## src/rtl/dsp_flow_pkg.sv

```systemverilog
`default_nettype none
// ============================================================================
// Module   : dsp_flow_pkg
// Brief    : Flow-control codes shared between decode and branch resolution.
// Revision : 1.0
// ============================================================================
package dsp_flow_pkg;

    localparam int FLOW_MODE_LEN = 4;

    typedef enum logic [FLOW_MODE_LEN-1:0] {
        FLOW_NONE = 4'd0,
        FLOW_JMP  = 4'd1,
        FLOW_BEZ  = 4'd2,
        FLOW_BNEZ = 4'd3,
        FLOW_BEQ  = 4'd4,
        FLOW_BLTZ = 4'd5,
        FLOW_CALL = 4'd6,
        FLOW_RET  = 4'd7,
        FLOW_LSET = 4'd8,
        FLOW_LOOP = 4'd9
    } flow_e;

    // Outcome of the ALU-conditioned branches; other modes report not-taken.
    function automatic logic cond_taken(input flow_e mode, input logic is_zero,
                                        input logic is_neg);
        logic taken;
        taken = 1'b0;
        case (mode)
            FLOW_BEZ, FLOW_BEQ: taken = is_zero;
            FLOW_BNEZ:          taken = !is_zero;
            FLOW_BLTZ:          taken = is_neg;
            default:            taken = 1'b0;
        endcase
        return taken;
    endfunction

endpackage
`default_nettype wire

```

## src/rtl/dsp_ret_stack.sv

```systemverilog
`default_nettype none
// ============================================================================
// Module   : dsp_ret_stack
// Brief    : LIFO return-address stack; pointer counts occupied entries.
// Revision : 1.0
// ============================================================================
module dsp_ret_stack #(
    parameter int DEPTH  = 4,
    parameter int ADDR_W = 16
) (
    input  logic              clk,
    input  logic              rst_n,
    input  logic              push,
    input  logic              pop,
    input  logic [ADDR_W-1:0] push_data,
    output logic              full,
    output logic              empty,
    output logic [ADDR_W-1:0] top
);

    localparam int PTR_W = $clog2(DEPTH + 1);

    logic [PTR_W-1:0]  ptr_q, ptr_d;
    logic [ADDR_W-1:0] mem_q [DEPTH];

    assign full  = (ptr_q == PTR_W'(DEPTH));
    assign empty = (ptr_q == '0);

    always_comb begin
        ptr_d = ptr_q;
        if (push && !full) begin
            ptr_d = ptr_q + PTR_W'(1);
        end else if (pop && !empty) begin
            ptr_d = ptr_q - PTR_W'(1);
        end
    end

    always_ff @(posedge clk or negedge rst_n) begin
        if (!rst_n) begin
            ptr_q <= '0;
        end else begin
            ptr_q <= ptr_d;
        end
    end

    generate
        for (genvar i = 0; i < DEPTH; i++) begin : g_entry
            logic [ADDR_W-1:0] mem_d;

            always_comb begin
                mem_d = mem_q[i];
                if (push && !full && (ptr_q == PTR_W'(i))) begin
                    mem_d = push_data;
                end
            end

            always_ff @(posedge clk or negedge rst_n) begin
                if (!rst_n) begin
                    mem_q[i] <= '0;
                end else begin
                    mem_q[i] <= mem_d;
                end
            end
        end
    endgenerate

    // Mux by comparison keeps the read free of out-of-range indexing when empty.
    always_comb begin
        top = '0;
        for (int i = 0; i < DEPTH; i++) begin
            if (ptr_q == PTR_W'(i + 1)) begin
                top = mem_q[i];
            end
        end
    end

endmodule
`default_nettype wire

```

## src/rtl/dsp_branch_ctrl.sv

```systemverilog
`default_nettype none
// ============================================================================
// Module   : dsp_branch_ctrl
// Brief    : Registered branch resolution with return stack, loop counter, flush.
// Revision : 1.0
// ============================================================================
module dsp_branch_ctrl
    import dsp_flow_pkg::*;
#(
    parameter int DATA_W       = 16,
    parameter int ADDR_W       = 16,
    parameter int DEPTH        = 4,
    parameter int FLUSH_CYCLES = 2
) (
    input  logic                     clk,
    input  logic                     rst_n,
    input  logic                     valid_in,
    input  logic [FLOW_MODE_LEN-1:0] flow_mode,
    input  logic [DATA_W-1:0]        alu_result,
    input  logic [ADDR_W-1:0]        target_addr,
    input  logic [ADDR_W-1:0]        pc_next,
    input  logic [DATA_W-1:0]        loop_count,
    output logic                     jump_flag,
    output logic [ADDR_W-1:0]        jump_addr,
    output logic                     flush,
    output logic                     busy,
    output logic                     stack_err
);

    localparam int FC_W = $clog2(FLUSH_CYCLES + 1);

    logic              jump_flag_q, jump_flag_d;
    logic [ADDR_W-1:0] jump_addr_q, jump_addr_d;
    logic              stack_err_q, stack_err_d;
    logic [DATA_W-1:0] loop_cnt_q,  loop_cnt_d;
    logic [FC_W-1:0]   flush_cnt_q, flush_cnt_d;

    logic              accept;
    logic              taken;
    logic [ADDR_W-1:0] target;
    logic              push;
    logic              pop;
    logic              stk_full;
    logic              stk_empty;
    logic [ADDR_W-1:0] stk_top;
    flow_e             mode;

    dsp_ret_stack #(
        .DEPTH  (DEPTH),
        .ADDR_W (ADDR_W)
    ) u_ret_stack (
        .clk       (clk),
        .rst_n     (rst_n),
        .push      (push),
        .pop       (pop),
        .push_data (pc_next),
        .full      (stk_full),
        .empty     (stk_empty),
        .top       (stk_top)
    );

    assign busy   = (flush_cnt_q != '0);
    assign accept = valid_in && !busy;
    assign mode   = flow_e'(flow_mode);

    always_comb begin
        taken       = 1'b0;
        target      = target_addr;
        push        = 1'b0;
        pop         = 1'b0;
        loop_cnt_d  = loop_cnt_q;
        stack_err_d = stack_err_q;

        if (accept) begin
            case (mode)
                FLOW_JMP: taken = 1'b1;
                FLOW_BEZ, FLOW_BEQ, FLOW_BNEZ, FLOW_BLTZ: begin
                    taken = cond_taken(mode, (alu_result == '0), alu_result[DATA_W-1]);
                end
                // A CALL on a full stack still jumps; only the push is dropped.
                FLOW_CALL: begin
                    taken = 1'b1;
                    if (stk_full) begin
                        stack_err_d = 1'b1;
                    end else begin
                        push = 1'b1;
                    end
                end
                FLOW_RET: begin
                    if (stk_empty) begin
                        stack_err_d = 1'b1;
                    end else begin
                        pop    = 1'b1;
                        taken  = 1'b1;
                        target = stk_top;
                    end
                end
                FLOW_LSET: loop_cnt_d = loop_count;
                FLOW_LOOP: begin
                    if (loop_cnt_q != '0) begin
                        loop_cnt_d = loop_cnt_q - DATA_W'(1);
                        taken      = 1'b1;
                    end
                end
                default: taken = 1'b0;
            endcase
        end

        jump_flag_d = taken;
        jump_addr_d = taken ? target : jump_addr_q;

        if (taken) begin
            flush_cnt_d = FC_W'(FLUSH_CYCLES);
        end else if (flush_cnt_q != '0) begin
            flush_cnt_d = flush_cnt_q - FC_W'(1);
        end else begin
            flush_cnt_d = flush_cnt_q;
        end
    end

    always_ff @(posedge clk or negedge rst_n) begin
        if (!rst_n) begin
            jump_flag_q <= 1'b0;
            jump_addr_q <= '0;
            stack_err_q <= 1'b0;
            loop_cnt_q  <= '0;
            flush_cnt_q <= '0;
        end else begin
            jump_flag_q <= jump_flag_d;
            jump_addr_q <= jump_addr_d;
            stack_err_q <= stack_err_d;
            loop_cnt_q  <= loop_cnt_d;
            flush_cnt_q <= flush_cnt_d;
        end
    end

    assign jump_flag = jump_flag_q;
    assign jump_addr = jump_addr_q;
    assign flush     = busy;
    assign stack_err = stack_err_q;

endmodule
`default_nettype wire

```

## config.mk

```make
export PLATFORM = sky130hd
export DESIGN_NAME = dsp_branch_ctrl
export DESIGN_NICKNAME = d
export VERILOG_FILES = /design/src/rtl/dsp_flow_pkg.sv /design/src/rtl/dsp_ret_stack.sv /design/src/rtl/dsp_branch_ctrl.sv
export SDC_FILE = /design/constraint.sdc
export NUM_CORES = 1
export LEC_CHECK = 0
export CAP_MARGIN = 40
export CORE_MARGIN = 5
export CORE_UTILIZATION = 68
export CTS_CLUSTER_DIAMETER = 100
export DETAILED_ROUTE_END_ITERATION = 16
export DONT_BUFFER_PORTS = 1
export PLACE_DENSITY = 0.95
export RECOVER_POWER = 25
export SLEW_MARGIN = 20
export SYNTH_ARGS = -nofsm -noshare
export SYNTH_HDL_FRONTEND = slang
export SYNTH_SLANG_ARGS = --single-unit
export TNS_END_PERCENT = 1
```

## constraint.sdc

```tcl
create_clock -name clk -period 6.1 [get_ports clk]
set_input_delay 0.61 -clock clk [delete_from_list [all_inputs] [get_ports clk]]
set_output_delay 0.61 -clock clk [all_outputs]
set_load 0.005 [all_outputs]
```

# [After elaboration in Yosys (flattened, before gate mapping)]
# Index checks and enable logic that the tools add are counted.
[word_totals] regBits=103 latch_bits=0 ram_bits=0 romBits=0 input_bits=71 out_inout_bits=20 memories=0
[op_classes] addsub=4 mul=0 div=0 magnitude_cmp=0 eq_ne=16 shifts=0 n_mux=26 bitwise_logic=0 n_reduce_logical=24
[ops] operator="two-way mux 16 bit" n=8
[ops] operator="case mux 16 bit (2 select lines)" n=1
[ops] operator="== test 4 x 3 -> 1 bit, second input constant" n=4
[ops] operator="logical NOT 16 bit" n=1
[ops] operator="nonzero test 16 bit" n=1
[ops] operator="subtractor 16 x 1 -> 16 bit, second input constant" n=1
[ops] operator="two-way mux 1 bit" n=10
[ops] operator="nonzero test 2 bit" n=5
[ops] operator="== test 4 x 2 -> 1 bit, second input constant" n=2
[ops] operator="== test 4 bit, second input constant" n=2
[ops] operator="logical AND 1 bit" n=7
[ops] operator="== test 3 x 2 -> 1 bit, second input constant" n=2
[ops] operator="two-way mux 3 bit" n=2
[ops] operator="== test 4 x 1 -> 1 bit, second input constant" n=1
[ops] operator="logical NOT 1 bit" n=4
[ops] operator="two-way mux 2 bit" n=2
[ops] operator="inequality test 2 x 1 -> 1 bit, second input constant" n=2
[ops] operator="case mux 1 bit (4 select lines)" n=1
[ops] operator="AND reduction 4 bit" n=1
[ops] operator="OR reduction 2 bit" n=2
[ops] operator="OR reduction 4 bit" n=1
[ops] operator="adder 3 x 1 -> 3 bit, second input constant" n=1
[ops] operator="== test 3 x 1 -> 1 bit, second input constant" n=1
[ops] operator="== test 3 bit, second input constant" n=1
[ops] operator="other kinds (7)" n=7

# [Depth between registers and ports, before layout]
# Gate-level depths: netlist (run 1).
[logic_depth] depth_word=8 depth_mapped=9 ltp_nobuf=7

# [By module]
# A second synthesis (run 1) with hierarchy kept.
[hier_totals] cells_unflattened=524 hier_area_um2=5689.2
[modules_own_cells] module="dsp_ret_stack" n_inst=1 cells_per_inst=303 area_per_inst_um2=3364.5
[modules_own_cells] module="dsp_branch_ctrl" n_inst=1 cells_per_inst=221 area_per_inst_um2=2324.7

# [Worst setup path after synthesis (run 1)]
# OpenSTA, ideal clock, no wires.
[synth_timing] path_type="register to register" startpoint="reg loop_cnt_q[0]" endpoint="reg loop_cnt_q[10]" setup_time_ps=79 t_arrival_ps=2143 t_required_ps=6021 path_slack_ps=3878 stages_incl_launch_ff=8 n_path_buf=0 path_cell_list="dfrtp_1 inv_1 ha_1 or3b_1 or3_4 or4b_4 a21oi_2 a2bb2oi_1"
[synth_between] elab_chain_len=3 elab_cells_between_ends=6
[synth_lines] item="start: declaration" line_no="dsp_branch_ctrl.sv:35" text="logic [DATA_W-1:0] loop_cnt_q, loop_cnt_d;"
[synth_lines] item="start signal: assignment" line_no="dsp_branch_ctrl.sv:132" text="loop_cnt_q <= loop_cnt_d;"
[synth_lines] item="subtractor 16 x 1 -> 16 bit or nonzero test 16 bit (tied branches)" line_no="dsp_branch_ctrl.sv:101, dsp_branch_ctrl.sv:100"
[synth_lines] item="two-way mux 16 bit or inequality test 2 bit (tied branches)"
[synth_lines] item="case mux 16 bit (2 select lines) or AND reduction 3 bit (tied branches)"
# Several ways; a longest one is shown, not always the timed one. The select of a mux whose other input is x is not followed.
# A chain may end at the register's enable or synchronous reset.

# [Final worst setup path (run 1)]
[layout_timing] startpoint="reg u_ret_stack.ptr_q[0]" endpoint="reg u_ret_stack.mem_q[40] in the netlist's numbering"
[layout_between] elab_chain_len=6 elab_cells_between_ends=8
[layout_lines] item="start: declaration" line_no="dsp_ret_stack.sv:23" text="logic [PTR_W-1:0] ptr_q, ptr_d;"
[layout_lines] item="start signal: assignment" line_no="dsp_ret_stack.sv:42" text="ptr_q <= ptr_d;"
[layout_lines] item="== test 3 bit" line_no="dsp_ret_stack.sv:26" text="assign full = (ptr_q == PTR_W'(DEPTH));"
[layout_lines] item="two-way mux 1 bit" line_no="dsp_branch_ctrl.sv:83" text="if (stk_full) begin"
[layout_lines] item="two-way mux 1 bit" line_no="dsp_branch_ctrl.sv:75" text="case (mode)"
[layout_lines] item="two-way mux 1 bit" line_no="dsp_branch_ctrl.sv:74" text="if (accept) begin"
[layout_lines] item="logical AND 1 bit" line_no="dsp_ret_stack.sv:52" text="if (push && !full && (ptr_q == PTR_W'(i))) begin"
[layout_lines] item="logical AND 1 bit (*)" line_no="dsp_ret_stack.sv:52"
[layout_lines] item="end signal: indexed assignment" line_no="dsp_ret_stack.sv:61" text="mem_q[i] <= mem_d;"
[layout_lines] item="end: declaration" line_no="dsp_ret_stack.sv:24" text="logic [ADDR_W-1:0] mem_q [DEPTH];"
# Mark *: on every way between the ends. The rest lies on a longest branch, timed or not.

==> qor.yml, run 1 <==
run_status: "finished, final reports clean"
cp_top_family: "simple AND/OR/NAND/NOR gates"
crit_type: "flop to flop"
slew_headroom_pct: 40.7
worstMarginPinSlew_ns: 0.885
final_layout_size_suffix_gt1_share_pct: 22.1
core_area_um2: 7650
grt_util_all_layers_pct: 26.5
fmax_mhz: 356
first_global_vias: 4026
overflow: 0
slowest_delay_ns: 0.55
synth_cell_types: 61
rsz0062_at_grt: "no"
maxCapViolCount: 0
synthCells: 481
cp_slowest_cell: "nor4b_4"
htreeDepth: 3
routed_wl_um: 12600
die_x_um: 98.3
num_rows: 32
crit_path_cell_trace: "inv_1 > ha_1 > and2_1 > nor4b_4 > nand3_2 > mux2_2"
fillers: 502
tritoncts: "built"
p_leak_nw: 2.48
final_common_cell: "dfrtp_1"
place_congestion: 0.819
io_pins: 91
synth_top_area_cell: "dfrtp_1"
root_buffer: "clkbuf_8"
n_antenna_cell: 0
dp_slack_ns: 3.09
drt_iter0_drc: 278
ff_latch_area_um2: 2580
hold_class: "input pin to asynchronous set/reset pin"
dp_hpwl_um: 8470
yosys_warnings: 0
crit_fanout: 16
dr_total_vias: 3940
min_period_ns: 2.81
die_h_um: 98.3
initial_utilization_pct: 69.4
ys_ff_latch: 103
cts-resized-gates: 0
clock-sinks: 103
dr.pass1.iters: 5
syn_to_final_growth_pct: 5.52
clk_latency_ns: 0.38
grt_pass1_wl_um: 20500
grt_max_degree: 104
drv_slew: 0
detail_route.vias_per_cell: 6.82
rr_worst_depth: 6
synth_top_area_share_pct: 48.6
antenna_left: 0
reg2reg_setup_slack_ns: 3.29
fin_skew_ns: 0.0123
ys.flop_type: "dfrtp_1"
ir_worst_vdd_mv: 0.227
end_kind: "flop"
dieArea_um2: 9670
syn-num-nets: 561
routedWlPerCell_um: 21.8
ys_seq_area_share_pct: 48.6
tns_ns: 0
cts-buffers-inserted: 9
nNetsFinal: 551
fin_crit_sh_pct: 46.1
cp_data_arrival_time_ns: 3.07
cp.required_ns: 6.36
setup_viol: 0
cts_buffer_depth: 2
portBuffers: 0
fin_ws_ns: 3.29
r2r_end: "u_ret_stack.mem_q[40]"
pwr_density_cell_nw_per_um2: 316
route.detailed.drc: 0
syn_avg_cell_area_um2: 11.0
synthesis.area_um2: 5310
antenna_found_initial: 0
multi_input_area_um2: 2520
synth_area_leaders: "dfrtp_1 49%, mux2_2 15%, a21oi_1 3.3%"
r2r-start: "u_ret_stack.ptr_q[0]"
hold_viol: 0
cp.buffers_inverters: 1
layout_common_cells: "103 x dfrtp_1, 70 x mux2_2, 35 x a21oi_1, 26 x o21ai_0, 24 x nor2_1"
start_kind: "flop"
path_clk_slew_ns: 0.10
startpoint: "u_ret_stack.ptr_q[0]"
ys_async_sr_fraction_pct: 100
synth_edf_count: 0
## metrics by stage
step / utilization (%) / instance area [um^2] / cells / power (W) / hold WS, ns
global placement: 69.8 / 5340 / 558 / 0.00126 / 0.319
floorplan: - / 5310 / 481 / 0.00120 / 0.314
detailed placement: 70.0 / 5350 / 560 / 0.00130 / 0.319
global route: 73.2 / 5600 / 578 / 0.00186 / 0.166
finish: 73.2 / 5600 / 578 / 0.00177 / 0.0967
CTS: 73.0 / 5580 / 577 / 0.00176 / 0.177
## state kept, by name, summed over array words and instances (netlist names)
| signal | cells |
|---|---|
| u_ret_stack.ptr_q | 3 |
| jump_addr | 16 |
| loop_cnt_q | 16 |
| u_ret_stack.mem_q | 64 |
| jump_flag | 1 |
| stack_err | 1 |
| flush_cnt_q | 2 |
## cell usage after synthesis (all sizes together) (2+ instances only)
| cell | instances |
|---|---|
| nor3b | 3 |
| nor2b | 8 |
| nand4b | 2 |
| and2 | 3 |
| o22a | 2 |
| mux2 | 70 |
| xnor2 | 3 |
| a21oi | 36 |
| o31a | 2 |
| inv | 21 |
| or3 | 3 |
| a221oi | 12 |
| clkbuf | 16 |
| nand2b | 7 |
| a211o | 6 |
| ha | 9 |
| nor4 | 8 |
| dfrtp | 103 |
| a2bb2oi | 6 |
| nor3 | 11 |
| xor2 | 2 |
| nand2 | 16 |
| a31oi | 4 |
| mux2i | 7 |
| o21ai | 27 |
| nor4b | 3 |
| a22oi | 10 |
| a41o | 2 |
| a32oi | 6 |
| nor2 | 24 |
| o22ai | 3 |
| o311ai | 2 |
| buf | 13 |
| nand3 | 9 |
| or4 | 2 |
| o211ai | 9 |
## worst max-delay path by stage
stage / endpoint / slack, ns / cells past startpoint
floorplan: loop_cnt_q[10] / 3.88 / 7
global placement: loop_cnt_q[9] / 3.21 / 5
detailed placement: u_ret_stack.mem_q[33] / 3.09 / 6
CTS: u_ret_stack.mem_q[40] / 3.06 / 6
global route: u_ret_stack.mem_q[40] / 3.10 / 6
finish: u_ret_stack.mem_q[40] / 3.29 / 6
## cells by family after synthesis
kind of cell	Yosys count	synth area share (%)
simple gates	104	11.4
xor+xnor	5	0.826
flops	103	48.6
buf+inv	51	4.08
compound gates	132	16.8
fa+ha+maj	9	2.12
mux	77	16.2
## repair_timing
item,CTS,global route
hold buffers,1,0
endpoints found under the setup margin,0,0
buffers inserted,0,0
endpoints found under the hold margin,103,0
## area by class of cell
class | count | share of cell area [%]
sequential | 103 | 46.0
clock buffer | 10 | 2.28
multi-input combinational | 327 | 45.0
timing repair buffer | 8 | 1.56
clock inverter | 6 | 1.36
tap | 102 | 2.28
inverter | 22 | 1.48
## per-layer routing
layer / share of wire (%) / GRT usage [%]
met5: 0 / 0
met4: 2.6 / 9.66
met3: 8.1 / 7.79
met1: 39 / 33.3
met2: 50 / 43.6
## where the power goes
part | internal [W] | switching, W
combinational | 0.000164 | 0.000215
sequential | 0.000809 | 0.000128
clock | 0.000197 | 0.000254
Note: power is estimated with default switching activity, not from simulation.
==> run 2: changes to the inputs <==
CORE_UTILIZATION = 64   (was 68)
PLACE_DENSITY = 0.91   (was 0.95)
clock period = 2.8 ns   (was 6.1 ns; I/O delays follow)
==> qor.yml, run 2 (synthesized netlist as in run 1, its figures left out) <==
layout_common_cells: "103 x dfrtp_1, 70 x mux2_2, 35 x a21oi_1, 26 x o21ai_0, 24 x nor2_1"
overflow: 0  # unchanged
final_layout_size_suffix_gt1_share_pct: 23.6  # +1.5 points
dp_hpwl_um: 8620  # +1.7%
drv_slew: 0  # unchanged
rsz0062_at_grt: "no"
ir_worst_vdd_mv: 0.409  # +80%
cts-resized-gates: 0  # unchanged
tns_ns: 0  # unchanged
syn_to_final_growth_pct: 6.13
cp.required_ns: 3.05  # -3.31 ns
slew_headroom_pct: 7.80  # -33 points
route.detailed.drc: 0  # unchanged
crit_path_cell_trace: "inv_1 > ha_1 > nor2b_1 > nand2_1 > a32oi_1 > a31oi_2 > buf_4 > a2bb2oi_1"
hold_class: "input pin to flop"
start_kind: "flop"
first_global_vias: 3954  # -1.8%
drt_iter0_drc: 208  # -25%
pwr_density_cell_nw_per_um2: 673  # +110%
grt_pass1_wl_um: 20200  # -1.6%
fin_ws_ns: 0.279  # -3.01 ns
setup_viol: 0  # unchanged
num_rows: 33  # +3.1%
root_buffer: "clkbuf_8"
largest_reg_flops: 64  # unchanged
multi_input_area_um2: 2520  # unchanged
fillers: 554  # +10%
dr_total_vias: 3911  # -0.74%
grt_max_degree: 104  # unchanged
routed_wl_um: 12400  # -1.5%
fmax_mhz: 397  # +12%
routedWlPerCell_um: 21.1  # -3.4%
io_pins: 91  # unchanged
portBuffers: 0  # unchanged
nNetsFinal: 559  # +1.5%
end_kind: "flop"
antenna_left: 0  # unchanged
cts_buffer_depth: 2  # unchanged
die_x_um: 101  # +2.8%
maxCapViolCount: 0  # unchanged
initial_utilization_pct: 65.2  # -4.2 points
run_status: "finished, final reports clean"
cp.buffers_inverters: 2  # +1
n_antenna_cell: 0  # unchanged
cp_top_family: "compound AO/OA/AOI/OAI gates"
cts_hold_buf: 2  # +1
p_leak_nw: 2.52  # +1.5%
reg2reg_setup_slack_ns: 0.28  # -3.01 ns
hp-start: "valid_in"
grt_util_all_layers_pct: 25.4  # -1.0 points
cts-buffers-inserted: 9  # unchanged
cp_data_arrival_time_ns: 2.77  # -0.30 ns
detail_route.vias_per_cell: 6.64  # -2.6%
place_congestion: 0.849  # +3.7%
r2r-start: "u_ret_stack.ptr_q[1]"
path_clk_slew_ns: 0.10  # about the same
post_cts_buffers: 0  # unchanged
fin_skew_ns: 0.0105  # -0.00185 ns
crit_type: "flop to flop"
fin_crit_sh_pct: 90.0  # +44 points
clock-sinks: 103  # unchanged
antenna_found_initial: 0  # unchanged
dieArea_um2: 10200  # +5.6%
final_common_cell: "dfrtp_1"
hold_viol: 0  # unchanged
clk_latency_ns: 0.37  # about the same
dr.pass1.iters: 5  # unchanged
crit_fanout: 10  # -6
core_area_um2: 8130  # +6.4%
die_h_um: 101  # +2.8%
top_register: "u_ret_stack.mem_q"
dp_slack_ns: 0.324  # -2.77 ns
htreeDepth: 3  # unchanged
ff_latch_area_um2: 2580  # unchanged
slowest_delay_ns: 0.43  # -0.12 ns
min_period_ns: 2.52  # -0.290 ns
tritoncts: "built"
worstMarginPinSlew_ns: 1.38  # +0.498 ns
cp_slowest_cell: "dfrtp_1"
startpoint: "u_ret_stack.ptr_q[1]"
run 2: changes by cell type in the layout (fill, tap and decap cells not counted), sizes merged:
cell / before / now
buf: 8 / 14
clkbuf: 10 / 12
clkinvlp: 2 / 0
bufinv: 1 / 0
clkinv: 1 / 2
dlygate4sd3: 0 / 1
inv: 24 / 25
run 2: path summary, 6_finish.rpt:
check	end	cells past startpoint
setup / recovery	jump_addr[13]	8
hold / removal	flush_cnt_q[0]	1
hold reg to reg	u_ret_stack.mem_q[44]	1
min in group asynchronous	u_ret_stack.ptr_q[2]	2
max in group asynchronous	jump_addr[8]	2
setup reg to reg	jump_addr[13]	8
run 2: power breakdown:
part	internal, W	leakage [nW]	switching (W)
Clock	0.000390	0.103	0.000534
Combinational	0.000362	1.06	0.000464
Sequential	0.00176	1.35	0.000277
run 2: worst register-to-register path: stages (launching register included):
cell and delay (ns):
dfrtp_1 0.43, inv_1 0.14, ha_1 0.18, nor2b_1 0.36, nand2_1 0.09, a32oi_1 0.38, a31oi_2 0.37, buf_4 0.31
a2bb2oi_1 0.14
run 2: final cells by class:
type                    count  area share, %
flip-flops and latches    103           45.8
multi-input cells         327           44.7
clock buffers              11           2.69
well taps                 105           2.33
repair buffers             16           2.18
inverters                  22           1.47
clock inverters             5          0.822
run 2: layer usage:
layer / global-route usage (%) / vias up / part of all wire [%] / wire, um
li1: - / 1785 / - / -
met1: 31.8 / 1987 / 40 / 4900
met2: 42.4 / 121 / 52 / 6430
met3: 7.34 / 18 / 6.6 / 819
met4: 8.59 / 0 / 2.0 / 250
met5: 0 / - / 0 / 0
run 2: per-stage QoR:
stage | area (um^2) | instances | power [W] | hold WS, ns | utilization [%]
after floorplan | 5310 | 481 | 0.00262 | -0.0156 | -
after global placement | 5420 | 571 | 0.00278 | -0.0107 | 66.6
after detailed placement | 5420 | 571 | 0.00285 | -0.0121 | 66.6
after CTS | 5650 | 589 | 0.00381 | 0.00286 | 69.5
after global routing | 5630 | 589 | 0.00401 | 0.00259 | 69.2
final | 5630 | 589 | 0.00379 | 0.0128 | 69.2
